### config.mk
export PLATFORM = sky130hd
export DESIGN_NAME = mem_responder
export DESIGN_NICKNAME = d
export VERILOG_FILES = /design/src/rtl/mem_responder.sv
export SDC_FILE = /design/constraint.sdc
export NUM_CORES = 1
export LEC_CHECK = 0
export BUFFER_PORTS_ARGS = -buffer_cell sky130_fd_sc_hd__buf_2
export CORE_ASPECT_RATIO = 0.8
export CORE_MARGIN = 2
export CORE_UTILIZATION = 40
export DETAILED_ROUTE_END_ITERATION = 10
export PLACE_DENSITY = 0.54
export SLEW_MARGIN = 20
export SYNTH_ARGS = -nofsm -noshare
export SYNTH_HDL_FRONTEND = slang
export SYNTH_SLANG_ARGS = --single-unit
### constraint.sdc
create_clock -name clk -period 2.88 [get_ports clk]
set_clock_uncertainty 0.15 [all_clocks]
set_input_delay 0.576 -clock clk [delete_from_list [all_inputs] [get_ports clk]]
set_output_delay 0.576 -clock clk [all_outputs]
set_load 0.01 [all_outputs]
### src/rtl/mem_responder.sv
// Unified 32x8 instruction/data memory serving one access at a time.
// Define MEM_WP_EN to write-protect words 0..15 and report data_err.
module mem_responder #(
    parameter int WAIT_CYCLES = 0
) (
    input  logic       clk,
    input  logic       rst,
    input  logic       fetch_req,
    input  logic [4:0] fetch_addr,
    output logic [7:0] instruction,
    output logic       fetch_ack,
    input  logic       data_req,
    input  logic       data_we,
    input  logic [4:0] data_addr,
    input  logic [7:0] data_wdata,
    output logic [7:0] data_rdata,
    output logic       data_ack,
    output logic       data_err
);

    typedef enum logic [1:0] {
        IDLE,
        WAIT,
        RESP
    } state_t;

    localparam logic [1:0] WLOAD = 2'(WAIT_CYCLES - 1);

    state_t     state_q;
    logic [1:0] cnt_q;
    logic       data_q;
    logic       we_q;
    logic [4:0] addr_q;
    logic [7:0] wdata_q;
    logic [7:0] instr_q;
    logic [7:0] rdata_q;
    logic       fack_q;
    logic       dack_q;
    logic       derr_q;
    logic [7:0] mem_q [32];
    logic       wp_hit;

`ifdef MEM_WP_EN
    assign wp_hit = ~addr_q[4];
`else
    assign wp_hit = 1'b0;
`endif

    always_ff @(posedge clk) begin
        if (rst) begin
            state_q <= IDLE;
            cnt_q   <= '0;
            data_q  <= 1'b0;
            we_q    <= 1'b0;
            addr_q  <= '0;
            wdata_q <= '0;
            instr_q <= '0;
            rdata_q <= '0;
            fack_q  <= 1'b0;
            dack_q  <= 1'b0;
            derr_q  <= 1'b0;
            for (int i = 0; i < 32; i++) begin
                mem_q[i] <= '0;
            end
        end else begin
            fack_q <= 1'b0;
            dack_q <= 1'b0;
            derr_q <= 1'b0;
            unique case (state_q)
                IDLE: begin
                    // Data port wins; a held fetch is taken on the next IDLE.
                    if (data_req || fetch_req) begin
                        data_q  <= data_req;
                        we_q    <= data_req & data_we;
                        addr_q  <= data_req ? data_addr : fetch_addr;
                        wdata_q <= data_wdata;
                        if (WAIT_CYCLES > 0) begin
                            state_q <= WAIT;
                            cnt_q   <= WLOAD;
                        end else begin
                            state_q <= RESP;
                        end
                    end
                end
                WAIT: begin
                    if (cnt_q == 2'd0) begin
                        state_q <= RESP;
                    end else begin
                        cnt_q <= cnt_q - 2'd1;
                    end
                end
                RESP: begin
                    state_q <= IDLE;
                    if (!data_q) begin
                        instr_q <= mem_q[addr_q];
                        fack_q  <= 1'b1;
                    end else begin
                        dack_q <= 1'b1;
                        if (we_q) begin
                            if (wp_hit) begin
                                derr_q <= 1'b1;
                            end else begin
                                mem_q[addr_q] <= wdata_q;
                            end
                        end else begin
                            rdata_q <= mem_q[addr_q];
                        end
                    end
                end
                default: state_q <= IDLE;
            endcase
        end
    end

    assign instruction = instr_q;
    assign fetch_ack   = fack_q;
    assign data_rdata  = rdata_q;
    assign data_ack    = dack_q;
    assign data_err    = derr_q;

endmodule

## Word level (Yosys, flattened, before mapping)

Memory sizes are Yosys's and may differ from the RTL's. A register that Yosys moved wholly into a read port is not among the register bits.
Cells that the tools add are included.
W data, S select, Z words.

| storage, ports and cells | value |
|---|---|
| output and inout port bits | 19 |
| memories kept | 1 |
| register bits after elaboration | 37 |
| RAM bits | 256 |
| word-level logic and storage cells | 49 |
| input bits | 23 |

Memories:

| name | words | width | read ports | clocked after memory_dff | wr ports | line | source |
|---|---|---|---|---|---|---|---|
| mem_q | 32 | 8 | 1 | 1 | 32 | 40 | `logic [7:0] mem_q [32];` |

| operators by class | value |
|---|---|
| reduce and logical (&&, ||, !) cells | 10 |
| bitwise operators | 5 |
| add/sub/neg operators | 1 |
| mux-type cells | 18 |
| equality and inequality tests | 4 |

Operators by type and width:

| kind | number |
|---|---|
| $mux W5 | 4 |
| $mux W1 | 10 |
| $mux W8 | 1 |
| $reduce_and A2 Y1 | 4 |
| $reduce_or A8 Y1 | 1 |
| $logic_not A2 Y1 | 2 |
| $mux W2 | 2 |
| $ne A2 B2 Y1 const B | 2 |
| $not A1 Y1 | 4 |
| $pmux W2 S2 | 1 |
| $reduce_and A3 Y1 | 1 |
| $eq A2 B1 Y1 const B | 1 |
| $eq A2 B2 Y1 const B | 1 |
| $reduce_or A2 Y1 | 1 |
| $sub A2 B1 Y2 const B | 1 |
| $and A1 B1 Y1 | 1 |
| $logic_or A1 B1 Y1 | 1 |

## Depth between registers and ports, before layout

| depth | value |
|---|---|
| depth after elaboration | 7 |
| mapped depth | 8 |
| depth with buffers taken out | 5 |

## Least setup slack after synthesis

No wires, ideal clock.

| timing path | value |
|---|---|
| path type | input -> register |
| from | in rst |
| to | mem mem_q[28][0] (enable) |
| arrival | 1753 ps |
| buffers on the path | 1 |
| data required time | 2401 ps |
| stages on the path | 6 |
| setup time | 329 ps |
| setup slack | 648 ps |
| path through | and4b_1 > nor2b_1 > nand2b_1 > clkbuf_1 > nor2_1 > or2_1 |

RTL lines:

| what | line | source |
|---|---|---|
| from (decl) | 7 | `input logic rst,` |
| to (decl) | 40 |  |

==> metrics.md <==
| Metric | Value |
|---|---|
| Status | `finished, final reports clean` |
| Pin count of the biggest net entering global routing | `67` |
| Hold slack | `90.5 ps` |
| Area Growth Syn to Fin | `13.9%` |
| RePlAce Congestion | `0.821` |
| Synth area leader | `edfxtp_1` |
| Min Tclk post-route | `2440 ps` |
| Sequential area share after synthesis | `63.0%` |
| Synth Instances | `1,043` |
| CTS Hold Bufs | `0` |
| CTS Root Cell | `clkbuf_16` |
| Drt initial violations | `541` |
| DRC | `0` |
| Required time worst endpoint | `roughly 3200 ps` |
| First-pass GRT wire length | `51.2 mm` |
| Setup TNS | `0 ps` |
| Top Usage Layer GRT | `met1` |
| WL/cell | `22.1 um` |
| Drt first pass iters | `5` |
| Vias | `8,158` |
| PostCTS Resize Cnt | `0` |
| Final WS setup | `443 ps` |
| Port bufs | `40` |
| H-tree depth | `1` |
| Vias in the first global route | `8,095` |
| All-layer global routing usage | `between 10% and 20%` |
| Clock buffer depth | `3` |
| Worst relative slew slack | `42.8%` |
| Mapped Nets | `around 1.1k` |
| Fill cell count | `just over 3k` |
| Post-CTS setup buffer count | `0` |
| PwrDens | `approximately 630 nW/um^2` |
| DIE AREA | `35,100 um^2` |
| FP Rows | `60` |
| Worst-path cell chain | `nor2_2, buf_4, a22oi_1, a21oi_1, nor4_1, buf_4, o21a_1` |
| Post-Syn Area | `around 13,000 um^2` |
| Sink Count | `295` |
| Pre-CTS setup slack | `299 ps` |
| Critical Path Max Stage Delay | `600 ps` |
| Worst VDD drop | `around 0.00047 V` |
| Post-synth top area share | `57.2%` |
| CTS buffer count | `31` |
| Max_cap viols | `0` |
| Worst hold path type | `in2reg` |
| Clock latency on the worst-skew pair | `570 ps` |
| Count of final max-slew check failures | `0` |
| Routed Antenna Nets | `0` |
| Total power | `9670 uW` |
| Critical path fanouts, max | `16` |
| Leakage power | `about 0.0057 uW` |
| Fin. Hold Viols | `0` |
| Slowest cell on crit path | `nor2_2` |
| Synth warn | `0` |
| CP bufs+invs | `2` |
| Post-synth cell types | `30` |
| Initial antenna violation count | `1` |
| Nets | `roughly 1.1k` |
| Synthesis-stage register bit count | `295` |
| CTS clk-pin slew, worst paths | `70 ps` |
| Post-DP HPWL | `23.0 mm` |
| Setup violators final | `0` |
| Maximum clock frequency | `0.410 GHz` |
| Final period util | `between 80% and 90%` |
| Chip Height | `168 um` |
| Core area | `33,300 um^2` |
| Worst Path Arrival | `2760 ps` |
| Startpoint Class | `register` |
| Vias per inst | `5.21` |
| Worst Tran Pin Value | `~850 ps` |
| Worst setup EP type | `register` |
| GR Overflow Total | `0` |
| Crit Path Category | `reg2reg` |
| Met1 Use GR | `29.7%` |
| RSZ-0062 raised after global routing | `false` |
| Most used cell, CP | `buf_4` |
| I/O Pins | `42` |
| M3 GR Usage | `3.45%` |
| Initial Utilization | `40.3%` |
| Share of cells above drive strength 1 | `16.2%` |
| Syn avg cell area | `between 10 and 15 um^2` |
| Routed Wire Length | `roughly 35 mm` |
| CTS tree | `done` |
| Final core utilization | `45.9%` |
| Met2 Use GR | `29.2%` |
| Largest cells by area after synthesis | `edfxtp_1 57%, and2_1 12%, mux2i_1 9.9%` |
| CP top delay family | `simple AND/OR/NAND/NOR gates` |
| Die width | `209 um` |
[power by group]
group	total, uW	leakage, uW	internal (uW)	switching (uW)
clock network	3790	0.000459	2140	1650
logic	996	0.00230	352	644
registers	4890	0.00297	4790	102
total	9670	0.00573	7280	2390
[cell families after synthesis]
logic type             after synthesis  share of synthesized area [%]
AO/OA/AOI/OAI                      127                           6.46
buffers and inverters               72                           2.89
flip-flops                         295                           63.0
multiplexers                       133                           9.91
other                                1                         0.0279
AND/OR/NAND/NOR                    415                           17.7
[worst paths after layout]
| check | depth (start not counted) | endpoint | slack (ps) | from |
|---|---|---|---|---|
| max reg2reg | 7 | data_rdata[2] | 440 | register |
| max | 7 | data_rdata[2] | 440 | register |
| min | 3 | wdata_q[1] | 90 | data_wdata[1] |
| min reg2reg | 2 | wdata_q[3] | 320 | wdata_q[3] |
[tightest hold or removal path, stage by stage]
cell,delay (ps)
buf_2,90
nand2_1,40
a21oi_1,50
[flip-flops by register name, indices dropped and copies added (netlist names), 5 cells and up, named ones only]
name / count
addr_q: 5
mem_q: 256
data_rdata: 8
wdata_q: 8
instruction: 8
[cell usage in the layout, fill, tap and decap left out, types with 24 or more instances in the layout]
master / count
dfxtp_1: 38
edfxtp_1: 256
a22oi_1: 64
buf_4: 57
a21oi_1: 42
clkbuf_16: 31
and2_1: 257
mux2i_1: 133
buf_2: 40
or2_2: 24
nor2_1: 72
[metrics by stage]
stage               std cells  area [um^2]
floorplan                1043        13400
global placement         1508        14400
detailed placement       1508        14400
CTS                      1564        15300
global route             1564        15300
finish                   1565        15300
[layer usage]
layer  vias to the layer above  routed length (um)
met1                      4021               17100
met2                       216               14700
li1                       3863                   -
met3                        58                1860
met5                         -                   0
met4                         0                 874
[layout make-up]
| class | instances | area (um^2) | area share (%) |
|---|---|---|---|
| flip-flops and latches | 295 | 8470 | 55.4 |
| multi-input cells | 676 | 4590 | 30.0 |
| clock buffers | 36 | 795 | 5.19 |
| repair buffers | 103 | 748 | 4.89 |
| well taps | 434 | 543 | 3.55 |
| clock inverters | 20 | 153 | 0.998 |
| diodes | 1 | 2.50 | 0.0164 |
[cell usage after synthesis, drive strengths merged]
library cell and number:
and2 257, edfxtp 256, mux2i 133, nor2 73
a22oi 64, clkbuf 47, a21oi 42, dfxtp 39
or2 35, buf 24, nand2 23, o21a 12
a211oi 9, nor4 6, nand2b 4, nand3b 4
nor2b 4, nand3 3, or3b 2, or4 2
and4b 1, bufbuf 1, conb 1, or3 1
Note: power is estimated with default switching activity, not from simulation.
